==> config.mk <==
export PLATFORM = sky130hd
export DESIGN_NAME = p_cacheline_adaptor_flat
export DESIGN_NICKNAME = d
export VERILOG_FILES = /design/src/rtl/p_cacheline_adaptor_if.sv /design/src/rtl/p_cacheline_adaptor.sv /design/src/flat_wrapper.sv
export SDC_FILE = /design/constraint.sdc
export NUM_CORES = 1
export LEC_CHECK = 0
export ABC_AREA = 1
export CAP_MARGIN = 25
export CORE_AREA = 2 2 281 283
export CTS_BUF_LIST = sky130_fd_sc_hd__clkbuf_4 sky130_fd_sc_hd__clkbuf_8 sky130_fd_sc_hd__clkbuf_16
export DETAILED_ROUTE_END_ITERATION = 12
export DIE_AREA = 0 0 283 285
export HOLD_SLACK_MARGIN = 0.02
export SYNTH_ARGS = -nofsm -noshare
export SYNTH_HDL_FRONTEND = slang
export SYNTH_SLANG_ARGS = --single-unit
==> constraint.sdc <==
create_clock -name clk -period 6 [get_ports clk]
set_input_delay 1.5 -clock clk [delete_from_list [all_inputs] [get_ports clk]]
set_output_delay 1.5 -clock clk [all_outputs]
set_load 0.05 [all_outputs]
==> src/rtl/p_cacheline_adaptor_if.sv <==
// Line-request (pmem_*) and burst-memory (mem_*) signal bundle for p_cacheline_adaptor.
// slave = adaptor view, master = requester + main-memory view.
interface p_cacheline_adaptor_if #(
   parameter int LINE_W  = 256,
   parameter int BURST_W = 64
);
   logic [31:0]        pmem_address;
   logic               pmem_read;
   logic               pmem_write;
   logic [LINE_W-1:0]  pmem_wdata;
   logic [LINE_W-1:0]  pmem_rdata;
   logic               pmem_resp;

   logic [31:0]        mem_address;
   logic               mem_read;
   logic               mem_write;
   logic [BURST_W-1:0] mem_wdata;
   logic [BURST_W-1:0] mem_rdata;
   logic               mem_resp;

   modport slave (
      input  pmem_address, pmem_read, pmem_write, pmem_wdata, mem_rdata, mem_resp,
      output pmem_rdata, pmem_resp, mem_address, mem_read, mem_write, mem_wdata
   );

   modport master (
      output pmem_address, pmem_read, pmem_write, pmem_wdata, mem_rdata, mem_resp,
      input  pmem_rdata, pmem_resp, mem_address, mem_read, mem_write, mem_wdata
   );
endinterface

==> src/rtl/p_cacheline_adaptor.sv <==
// Converts cache line fills/writebacks into BEATS-beat bursts on main memory.
// Option ADAPTOR_EARLY_RESP_EN: read response asserted combinationally on the final beat.
module p_cacheline_adaptor #(
   parameter int LINE_W  = 256,
   parameter int BURST_W = 64
) (
   input logic                   clk,
   input logic                   rst,
   p_cacheline_adaptor_if.slave  bus
);
   localparam int BEATS = LINE_W / BURST_W;
   localparam int CNT_W = (BEATS > 1) ? $clog2(BEATS) : 1;
   localparam logic [CNT_W-1:0] LAST_BEAT = CNT_W'(BEATS - 1);
   localparam logic [31:0] ADDR_MASK = ~32'((LINE_W / 8) - 1);

   localparam logic [1:0] IDLE  = 2'd0;
   localparam logic [1:0] READ  = 2'd1;
   localparam logic [1:0] WRITE = 2'd2;
   localparam logic [1:0] DONE  = 2'd3;

   logic [1:0]        state;
   logic [1:0]        state_next;
   logic [CNT_W-1:0]  cnt;
   logic [31:0]       addr;
   // Separate fill and writeback buffers so pmem_rdata survives an intervening writeback.
   logic [LINE_W-1:0] rd_buf;
   logic [LINE_W-1:0] wr_buf;
   logic              beat_last;

   assign beat_last = bus.mem_resp && (cnt == LAST_BEAT);

   always_comb begin
      state_next = state;
      case (state)
         IDLE: begin
            if (bus.pmem_write)     state_next = WRITE;
            else if (bus.pmem_read) state_next = READ;
         end
         READ: begin
`ifdef ADAPTOR_EARLY_RESP_EN
            if (beat_last) state_next = IDLE;
`else
            if (beat_last) state_next = DONE;
`endif
         end
         WRITE: begin
            if (beat_last) state_next = DONE;
         end
         default: state_next = IDLE;
      endcase
   end

   always_ff @(posedge clk) begin
      if (rst) begin
         state  <= IDLE;
         cnt    <= '0;
         addr   <= '0;
         rd_buf <= '0;
         wr_buf <= '0;
      end else begin
         state <= state_next;
         case (state)
            IDLE: begin
               cnt <= '0;
               if (bus.pmem_write || bus.pmem_read) addr <= bus.pmem_address & ADDR_MASK;
               if (bus.pmem_write) wr_buf <= bus.pmem_wdata;
            end
            READ: begin
               if (bus.mem_resp) begin
                  rd_buf[BURST_W*cnt +: BURST_W] <= bus.mem_rdata;
                  cnt <= cnt + 1'b1;
               end
            end
            WRITE: begin
               if (bus.mem_resp) cnt <= cnt + 1'b1;
            end
            default: ;
         endcase
      end
   end

   assign bus.mem_read    = (state == READ);
   assign bus.mem_write   = (state == WRITE);
   assign bus.mem_address = addr;
   assign bus.mem_wdata   = wr_buf[BURST_W*cnt +: BURST_W];

`ifdef ADAPTOR_EARLY_RESP_EN
   logic early_hit;
   assign early_hit      = (state == READ) && beat_last;
   assign bus.pmem_resp  = (state == DONE) || early_hit;
   assign bus.pmem_rdata = early_hit ? {bus.mem_rdata, rd_buf[LINE_W-BURST_W-1:0]} : rd_buf;
`else
   assign bus.pmem_resp  = (state == DONE);
   assign bus.pmem_rdata = rd_buf;
`endif
endmodule

==> src/flat_wrapper.sv <==
// flat-port wrapper written by rule: the top's interface ports become plain ports
module p_cacheline_adaptor_flat 
#(
   parameter int LINE_W  = 256,
   parameter int BURST_W = 64
)
  (clk, rst, bus_pmem_address, bus_pmem_read, bus_pmem_write, bus_pmem_wdata, bus_mem_rdata, bus_mem_resp, bus_pmem_rdata, bus_pmem_resp, bus_mem_address, bus_mem_read, bus_mem_write, bus_mem_wdata);
  p_cacheline_adaptor_if #(.LINE_W(LINE_W), .BURST_W(BURST_W)) bus_i ();
  input logic clk;
  input logic rst;
  input wire logic [$bits(bus_i.pmem_address)-1:0] bus_pmem_address;
  input wire logic [$bits(bus_i.pmem_read)-1:0] bus_pmem_read;
  input wire logic [$bits(bus_i.pmem_write)-1:0] bus_pmem_write;
  input wire logic [$bits(bus_i.pmem_wdata)-1:0] bus_pmem_wdata;
  input wire logic [$bits(bus_i.mem_rdata)-1:0] bus_mem_rdata;
  input wire logic [$bits(bus_i.mem_resp)-1:0] bus_mem_resp;
  output wire logic [$bits(bus_i.pmem_rdata)-1:0] bus_pmem_rdata;
  output wire logic [$bits(bus_i.pmem_resp)-1:0] bus_pmem_resp;
  output wire logic [$bits(bus_i.mem_address)-1:0] bus_mem_address;
  output wire logic [$bits(bus_i.mem_read)-1:0] bus_mem_read;
  output wire logic [$bits(bus_i.mem_write)-1:0] bus_mem_write;
  output wire logic [$bits(bus_i.mem_wdata)-1:0] bus_mem_wdata;
  assign bus_i.pmem_address = bus_pmem_address;
  assign bus_i.pmem_read = bus_pmem_read;
  assign bus_i.pmem_write = bus_pmem_write;
  assign bus_i.pmem_wdata = bus_pmem_wdata;
  assign bus_i.mem_rdata = bus_mem_rdata;
  assign bus_i.mem_resp = bus_mem_resp;
  assign bus_pmem_rdata = bus_i.pmem_rdata;
  assign bus_pmem_resp = bus_i.pmem_resp;
  assign bus_mem_address = bus_i.mem_address;
  assign bus_mem_read = bus_i.mem_read;
  assign bus_mem_write = bus_i.mem_write;
  assign bus_mem_wdata = bus_i.mem_wdata;
  p_cacheline_adaptor #(.LINE_W(LINE_W), .BURST_W(BURST_W)) u_core (.clk(clk), .rst(rst), .bus(bus_i));
endmodule
==> flow_summary.json, run 1 <==
{
  "final_cell_mix": "746 x nor2_1, 700 x clkdlybuf4s50_1, 541 x dfxtp_1, 439 x o21ai_0, 380 x nand2_1",
  "design.core.area_sq_um": 77970,
  "p_sw_frac": 0.4053,
  "drv_slew": 0,
  "finalSetupTns_ns": 0,
  "multi_input_area_sq_um": 9354,
  "io_pins": 712,
  "end_kind": "output port",
  "placed_cell_area_sq_um": 29260,
  "place.port_buffers": 701,
  "wl_per_cell_um": 17.82,
  "antenna_found_initial": 12,
  "mappedNetlistArea_sq_um": 21550,
  "postSynthCellCount": 2971,
  "yosysTopAreaCell": "dfxtp_1",
  "viasPerCell": 4.723,
  "cts_buffer_depth": 3,
  "cts_resized": 0,
  "status": "completed",
  "cap_viol_max_count": 0,
  "clockRootBuffer": "clkbuf_16",
  "grt_max_degree": 168,
  "cts_tree": "built",
  "hold_ws_ns": 0.4621,
  "power.internal_w": 0.008140,
  "p_sw_w": 0.005548,
  "finalHoldViolations": 0,
  "gr-total-overflow": 0,
  "wirelength_um": 82560,
  "finalNonFillerCells": 4632,
  "regToRegSetupSlack_ns": 2.10,
  "period_needed_ns": 5.059,
  "finalSetupViolCount": 0,
  "cp_max_fo": 59,
  "areaGrowthSynthToFinish_pct": 45.21,
  "critPathLaunchType": "flop",
  "final_nets": 3897,
  "cts.sinks": 543,
  "yosysWarnings": 0,
  "power_leakage_nw": 11.82,
  "cp_data_required_time_ns": 4.50,
  "ys_ff_latch": 543,
  "clkTransAtPathRegs_ns": 0.07,
  "dieArea_sq_um": 80660,
  "slowest_stage": "clkdlybuf4s50_1",
  "avgSynthCellArea_sq_um": 7.255,
  "rows": 103,
  "seq_area_sq_um": 10880,
  "dpl.cell_count": 4518,
  "finalCritPeriodShare": 0.8432,
  "critPathMaxStageDelay_ns": 0.93,
  "seqPwrFrac": 0.330,
  "gp_congestion": 0.8409,
  "grt_pass1_wl_um": 125800,
  "grt_usage": 0.1970,
  "maxSlewHeadroom": 0.3084,
  "first_pass_iters": 5,
  "grt_setup_unrepaired": "false",
  "cts_hold_buf": 0,
  "crit_chain": "buf_4, o21ai_0, o22ai_1, clkdlybuf4s50_1",
  "tightest_slew_ns": 1.037,
  "fp.dieH_um": 285,
  "routed-via-count": 21880,
  "design_area_sq_um": 31300,
  "power_density_nw_per_um2": 437.3,
  "synth.yosys.seq_area_share": 0.5043,
  "cts-buffers-inserted": 59,
  "p_clk_frac": 0.275,
  "grt_pass1_vias": 20620,
  "clock.fmax_mhz": 197.7,
  "hold_path.class": "reg2reg",
  "arrival_ns": 3.56,
  "synthTopCellsByArea": "dfxtp_1 50%, nor2_1 13%, o21ai_0 10%",
  "utilization": 0.4014,
  "peakVddDrop_mv": 0.3018,
  "initial_core_util": 0.2765,
  "route.detailed.drc": 0,
  "hpwl_um": 54560,
  "drt_iter0_drc": 1509,
  "die_w_um": 283,
  "p_comb_frac": 0.395,
  "drive_gt1_frac": 0.04839,
  "clkLatencyLatePin_ns": 0.60,
  "cts_setup_buffers": 0,
  "layout_commonest_cell": "nor2_1",
  "yosysUniqueCellTypes": 22,
  "fill_cells": 8110,
  "critPathKind": "reg2out",
  "postRouteAntennaNets": 0,
  "final.setup_skew_ns": 0.01624,
  "synth_top_area_share": 0.5043,
  "htree_levels": 2
}
==> flip-flops by register name, indices dropped and copies added (netlist names) <==
name	cells
u_core.wr_buf	256
u_core.bus.mem_address	27
u_core.cnt	2
u_core.bus.pmem_rdata	256
u_core.state	2
==> per-stage QoR <==
stage	setup slack [ns]	total power, W
after floorplan	2.638	0.008087
after global placement	1.526	0.009997
after detailed placement	1.504	0.01002
after CTS	0.8279	0.01383
after global routing	0.7197	0.01445
final	0.9406	0.01369
==> layer usage <==
layer / vias up / part of all wire / track usage
li1: 10850 / - / -
met1: 10180 / 0.43 / 0.2472
met2: 714 / 0.48 / 0.3325
met3: 122 / 0.072 / 0.04880
met4: 10 / 0.025 / 0.05971
met5: - / 0.00084 / 0
==> power groups by stage <==
stage	clock network (W)	registers, W	logic [W]
6_report	0.00377	0.00451	0.00541
5_1_grt	0.00400	0.00459	0.00586
4_1_cts	0.00386	0.00451	0.00545
3_5_place_dp	0	0.00459	0.00543
3_3_place_gp	0	0.00458	0.00542
2_1_floorplan	0	0.00499	0.00310
==> synthesized netlist by cell type <==
cell type and count:
o21ai_1 56, a21oi_1 260, inv_2 5, clkinv_1 2, conb_1 1, o21ai_0 439
o211ai_1 1, clkbuf_1 135, o21ai_2 1, nor2_1 748, nor2_4 4, ha_1 11
nor2_2 3, nand2_1 381, buf_1 2, nand3_1 130, buf_4 5, inv_1 72
o22ai_1 64, buf_6 1, dfxtp_1 543, buf_2 107
==> cells by family (layout without fill, tap and decap cells) <==
family          after synthesis  after routing  share of synthesized area
simple gates               1266           1266                     0.2298
compound gates              821            821                     0.1946
flops                       543            543                     0.5043
buf+inv                     329            929                    0.06472
fa+ha+maj                    11             11                   0.006385
other cells                   1             12                  0.0001740
==> worst max-delay path, delay by kind of cell (launching register included) <==
| family | cells | cell delay [ns] |
|---|---|---|
| buffers and inverters | 2 | 1.55 |
| flip-flops | 1 | 0.73 |
| AO/OA/AOI/OAI | 2 | 0.61 |
==> path summary, 6_finish.rpt <==
path                         startpoint                          to  cells past startpoint
max                       u_core.cnt[0]           bus_mem_wdata[29]                      4
min reg2reg  u_core.bus.pmem_rdata[103]  u_core.bus.pmem_rdata[103]                      2
min          u_core.bus.pmem_rdata[103]  u_core.bus.pmem_rdata[103]                      2
max reg2reg               u_core.cnt[0]   u_core.bus.pmem_rdata[37]                      8
==> cell type report <==
type / instances / share of cell area
tap: 1050 / 0.04197
inverter: 79 / 0.01011
clock inverter: 15 / 0.005037
timing repair buffer: 743 / 0.2363
sequential: 543 / 0.3475
antenna: 7 / 0.0005597
clock buffer: 92 / 0.05968
multi-input combinational: 2103 / 0.2989
No activity file was read; power rests on OpenSTA's default activity.
==> inputs of run 2 (changes only) <==
==> constraint.sdc (replaced) <==
create_clock -name clk -period 5.3 [get_ports clk]
set_input_delay 1.325 -clock clk [delete_from_list [all_inputs] [get_ports clk]]
set_output_delay 1.325 -clock clk [all_outputs]
set_load 0.05 [all_outputs]
==> run 2 against run 1 <==
Effect of this change: register-to-register slack gained 0.06 ns; final cell count is essentially flat; critical path depth is the same; combinational power grew 14%; largest power group unchanged.
==> flow_summary.json, run 2 (same netlist as run 1, synthesis figures left out) <==
{
  "status": "completed",
  "timing.rr.end": "u_core.bus.pmem_rdata[61]",
  "slowest_stage": "clkdlybuf4s50_1",
  "utilization": 0.4028,
  "cts_setup_buffers": 0,
  "regToRegSetupSlack_ns": 2.16,
  "hold_ws_ns": 0.4631,
  "critPathKind": "reg2out",
  "gp_congestion": 0.8383,
  "route.detailed.drc": 0,
  "layout_commonest_cell": "nor2_1",
  "clkLatencyLatePin_ns": 0.62,
  "reg2reg_depth": 9,
  "r2r-start": "u_core.cnt[0]",
  "clkTransAtPathRegs_ns": 0.06,
  "tightest_slew_ns": 1.046,
  "cts_buffer_depth": 3,
  "clockRootBuffer": "clkbuf_16",
  "initial_core_util": 0.2765,
  "crit_end": "bus_mem_wdata[29]",
  "clock.fmax_mhz": 226.9,
  "finalSetupTns_ns": 0,
  "place.port_buffers": 701,
  "dieArea_sq_um": 80660,
  "hold_path.class": "reg2reg",
  "place_worst_setup_slack_ns": 1.449,
  "final.setup_skew_ns": 0.01506,
  "maxSlewHeadroom": 0.3027,
  "cp.depth": 4,
  "arrival_ns": 3.08,
  "cts_tree": "built",
  "p_comb_frac": 0.398,
  "grt_setup_unrepaired": "false",
  "power_density_nw_per_um2": 494.4,
  "end_kind": "output port",
  "postRouteAntennaNets": 0,
  "drv_slew": 0,
  "first_pass_iters": 5,
  "cp_max_fo": 32,
  "power_w": 0.01553,
  "cts_resized": 0,
  "final.setup.worst_slack_ns": 0.8928,
  "finalCritPeriodShare": 0.8316,
  "final_cell_mix": "746 x nor2_1, 700 x clkdlybuf4s50_1, 541 x dfxtp_1, 439 x o21ai_0, 380 x nand2_1",
  "power_leakage_nw": 11.87,
  "p_sw_frac": 0.4056,
  "p_sw_w": 0.006298,
  "grt_usage": 0.1945,
  "cts-buffers-inserted": 60,
  "cts.sinks": 543,
  "crit_buf_inv": 2,
  "p_clk_frac": 0.275,
  "viasPerCell": 4.735,
  "wl_per_cell_um": 17.73,
  "wirelength_um": 82150,
  "grt_pass1_wl_um": 125000,
  "critPathMaxStageDelay_ns": 0.90,
  "die_w_um": 283,
  "gr-total-overflow": 0,
  "fill_cells": 8130,
  "fp.dieH_um": 285,
  "cp_data_required_time_ns": 3.97,
  "drive_gt1_frac": 0.04946,
  "period_needed_ns": 4.407,
  "io_pins": 712,
  "hpwl_um": 54940,
  "final_nets": 3900,
  "grt_max_degree": 186,
  "grt_pass1_vias": 20760,
  "cts_hold_buf": 0,
  "htree_levels": 2,
  "routed-via-count": 21940,
  "power.internal_w": 0.009229,
  "design.core.area_sq_um": 77970,
  "seqPwrFrac": 0.327,
  "cap_viol_max_count": 0,
  "finalSetupViolCount": 0,
  "finalHoldViolations": 0,
  "worstSetupStartpoint": "u_core.cnt[1]",
  "critPathLaunchType": "flop",
  "crit_chain": "inv_2, o21ai_0, o22ai_1, clkdlybuf4s50_1",
  "drt_iter0_drc": 1668,
  "antenna_found_initial": 9,
  "critPathTopFamily": "buffers and inverters",
  "peakVddDrop_mv": 0.3076,
  "areaGrowthSynthToFinish_pct": 45.69,
  "rows": 103
}
==> run 2: stage by stage <==
stage / area, sq um / cells
3_5_place_dp: 29370 / 4520
6_report: 31400 / 4634
4_1_cts: 31390 / 4629
2_1_floorplan: 21570 / 2975
3_3_place_gp: 29350 / 4519
5_1_grt: 31400 / 4633
==> run 2: how the worst min path moves through the flow <==
stage                                from                          to  slack (ns)  cells past startpoint
5_1_grt        u_core.bus.pmem_rdata[242]  u_core.bus.pmem_rdata[242]        0.48                      2
3_3_place_gp   u_core.bus.pmem_rdata[185]  u_core.bus.pmem_rdata[185]        0.45                      2
6_report        u_core.bus.pmem_rdata[89]   u_core.bus.pmem_rdata[89]        0.46                      2
2_1_floorplan          u_core.wr_buf[128]          u_core.wr_buf[128]        0.45                      2
3_5_place_dp   u_core.bus.pmem_rdata[150]  u_core.bus.pmem_rdata[150]        0.46                      2
4_1_cts        u_core.bus.pmem_rdata[150]  u_core.bus.pmem_rdata[150]        0.46                      2
==> run 2: metal layers <==
layer  GRT usage  part of all wire  vias to the layer above
met5           0           0.00065                        -
met4     0.05306             0.021                        8
met3     0.04896             0.073                      119
met2      0.3327              0.48                      725
met1      0.2425              0.43                    10230
li1            -                 -                    10860
==> run 2: power by group through the flow <==
stage               clock network, W  registers (W)  logic, W
global route                 0.00453        0.00515   0.00671
floorplan                          0        0.00565   0.00351
finish                       0.00427        0.00507   0.00618
CTS                          0.00438        0.00507   0.00623
detailed placement                 0        0.00516   0.00621
global placement                   0        0.00514   0.00620
==> run 2: tightest hold or removal path, cell delays in order (launching register included) <==
cell     delay (ns)
dfxtp_1        0.31
nand2_1        0.06
a21oi_1        0.05
==> run 2: final cells by class <==
cell class | instances | area, sq um | area share
repair buffers | 745 | 7506 | 0.2390
multi-input cells | 2103 | 9354 | 0.2979
well taps | 1050 | 1314 | 0.04184
diodes | 5 | 12.51 | 0.0003984
flip-flops and latches | 543 | 10880 | 0.3463
clock inverters | 11 | 120.1 | 0.003825
clock buffers | 98 | 1904 | 0.06064
inverters | 79 | 316.6 | 0.01008
==> edit, RTL diff (flow settings as in run 1) <==
Add a define of `ADAPTOR_EARLY_RESP_EN`.
--- a/src/rtl/p_cacheline_adaptor.sv
+++ b/src/rtl/p_cacheline_adaptor.sv
@@ -1,5 +1,7 @@
 // Converts cache line fills/writebacks into BEATS-beat bursts on main memory.
 // Option ADAPTOR_EARLY_RESP_EN: read response asserted combinationally on the final beat.
+`define ADAPTOR_EARLY_RESP_EN
+
 module p_cacheline_adaptor #(
    parameter int LINE_W  = 256,
    parameter int BURST_W = 64
Check against the original RTL: not settled (the Yosys comparison gave no result); the edit may change what the design does.
==> edit against run 1 <==
Clock skew barely moved. Count of clock-buffer cells in the layout fell by 6. Power rose by 5.7%. Sequential cell count did not move. Register-to-register slack improved by 0.66 ns. Critical path type is now input port to primary output. Worst setup slack got worse by 0.47 ns. Utilization rose by 0.63 points. Area after synthesis rose by 8.8%. Hold slack barely moved. Cell area rose by 1.6%. Wire length rose by 6.3%.
==> edit: results (changes against run 1) <==
status=complete, no violations (unchanged); layout cells sized above 1=0.0567 (was 0.0484); vias=22700 (was 21900); Clock Skew=0.0162 ns (about the same); Lkg Pwr=12.5 nW (was 11.8 nW); final net count=3983 (was 3897); routability congestion estimate=0.858 (was 0.841); Clock Latency Late Sink=0.63 ns (was 0.60 ns); Cell variety after synth=23 (was 22); starting DRC count in detailed routing=1626 (was 1509); Inst Count DP=4605 (was 4518); complex-gate fraction of the synthesized area=0.189 (was 0.195); first-pass GRT wire length=130000 um (was 126000 um); H-tree Lvls=2 (unchanged); Int Power=8.41 mW (was 8.14 mW); Adder-Cell Fraction of Synth Area=0.00480 (was 0.00639); # fillers=8108 (was 8110); IO buf count=701 (unchanged); Slew headroom=0.267 (was 0.308); top cells by count, synth=707 x nor2_1, 543 x dfxtp_1, 536 x o21ai_0 (was 748 x nor2_1, 543 x dfxtp_1, 439 x o21ai_0); per-cell routed wire length=18.6 um (was 17.8 um); initial antenna violation count=17 (was 12); Reg2Reg Setup Slack=2.76 ns (was 2.10 ns); vias in the first global route=21200 (was 20600); Reg-to-Reg Start=u_core.cnt[0] (unchanged); peak supply drop=0.289 mV (was 0.302 mV); R2R Path End=u_core.rd_buf[133] (was u_core.bus.pmem_rdata[37]); pin count of the biggest net entering global routing=151 (was 168); dpl hpwl=57600 um (was 54600 um); WP data arrival=4.03 ns (was 3.56 ns); Root Buffer Master=clkbuf_16 (unchanged); sequential-to-total area share from yosys stat=0.463 (was 0.504); total global-route track usage=0.205 (was 0.197); dominant cells by area after synthesis=dfxtp_1 46%, o21ai_0 11%, nor2_1 11% (was dfxtp_1 50%, nor2_1 13%, o21ai_0 10%); Post-Synthesis Cells=3264 (was 2971); worst-path maximum fanout=33 (was 59); ys flop type=dfxtp_1 (unchanged); Num CTS Buffers=60 (was 59); Hold Path Origin=u_core.rd_buf[74] (was u_core.bus.pmem_rdata[103]); Non-Filler Instances=4724 (was 4632); Hold EP=u_core.rd_buf[74] (was u_core.bus.pmem_rdata[103]); FFs w/ async S/R, synth=0 (unchanged); warnings from Yosys=0 (unchanged)
-- edit: cell types whose count changed after synthesis, moves of 2 or more --
| cell | before | now |
|---|---|---|
| ha_1 | 11 | 9 |
| nor2_4 | 4 | 2 |
| o21ai_1 | 56 | 5 |
| buf_2 | 107 | 72 |
| nand2_1 | 381 | 397 |
| inv_1 | 72 | 84 |
| inv_2 | 5 | 2 |
| o21ai_0 | 439 | 536 |
| buf_1 | 2 | 17 |
| nor2_1 | 748 | 707 |
| clkbuf_1 | 135 | 163 |
| nand3_1 | 130 | 190 |
| buf_4 | 5 | 204 |
-- edit: routing by layer --
layer / global-route usage / up-vias / share of wire
met5: 0 / - / 0.0018
met4: 0.0733 / 24 / 0.033
met3: 0.0646 / 171 / 0.089
met2: 0.338 / 809 / 0.46
met1: 0.250 / 10500 / 0.41
li1: - / 11200 / -
-- edit: kinds of logic (layout without fill, tap and decap cells) --
family | Yosys count | after routing
fa+ha+maj | 9 | 9
flops | 543 | 543
compound gates | 868 | 868
other cells | 1 | 13
simple gates | 1300 | 1300
buf+inv | 543 | 941
-- edit: final cells by class --
cell class | count | area share
antenna | 8 | 0.000630
clock buffer | 86 | 0.0569
clock inverter | 25 | 0.00952
inverter | 87 | 0.0108
multi-input combinational | 2182 | 0.308
sequential | 543 | 0.342
tap | 1050 | 0.0413
timing repair buffer | 743 | 0.231
-- edit: worst max path at each step --
| stage | depth (start not counted) | endpoint | from |
|---|---|---|---|
| final | 7 | bus_pmem_rdata[193] | bus_mem_resp |
| after global routing | 7 | bus_pmem_rdata[218] | bus_mem_resp |
| after CTS | 7 | bus_pmem_rdata[193] | bus_mem_resp |
| after global placement | 7 | bus_pmem_rdata[193] | bus_mem_resp |
| after detailed placement | 7 | bus_pmem_rdata[193] | bus_mem_resp |
| after floorplan | 3 | bus_pmem_rdata[194] | bus_mem_resp |
-- edit: power groups by stage --
stage | logic (mW) | clock network (mW) | registers (mW)
finish | 5.91 | 3.93 | 4.62
global route | 6.36 | 4.16 | 4.70
CTS | 5.95 | 4.02 | 4.62
detailed placement | 5.93 | 0 | 4.70
global placement | 5.93 | 0 | 4.68
floorplan | 3.80 | 0 | 4.80
-- edit: per-stage QoR --
step	util	power [mW]	hold WS (ns)	worst slack (ns)	area (sq um)
6_report	0.408	14.5	0.462	0.466	31800
5_1_grt	0.408	15.2	0.481	0.299	31800
4_1_cts	0.407	14.6	0.464	0.443	31800
3_5_place_dp	0.380	10.6	0.454	0.445	29700
3_3_place_gp	0.380	10.6	0.451	0.472	29700
2_1_floorplan	-	8.60	0.445	1.52	23500
-- edit: worst max-delay path, stage by stage --
cell,delay (ns)
clkdlybuf4s50_1,0.68
nand2_1,0.24
inv_2,0.08
buf_4,0.43
nand3_1,0.13
nand2_1,0.09
clkdlybuf4s50_1,0.85
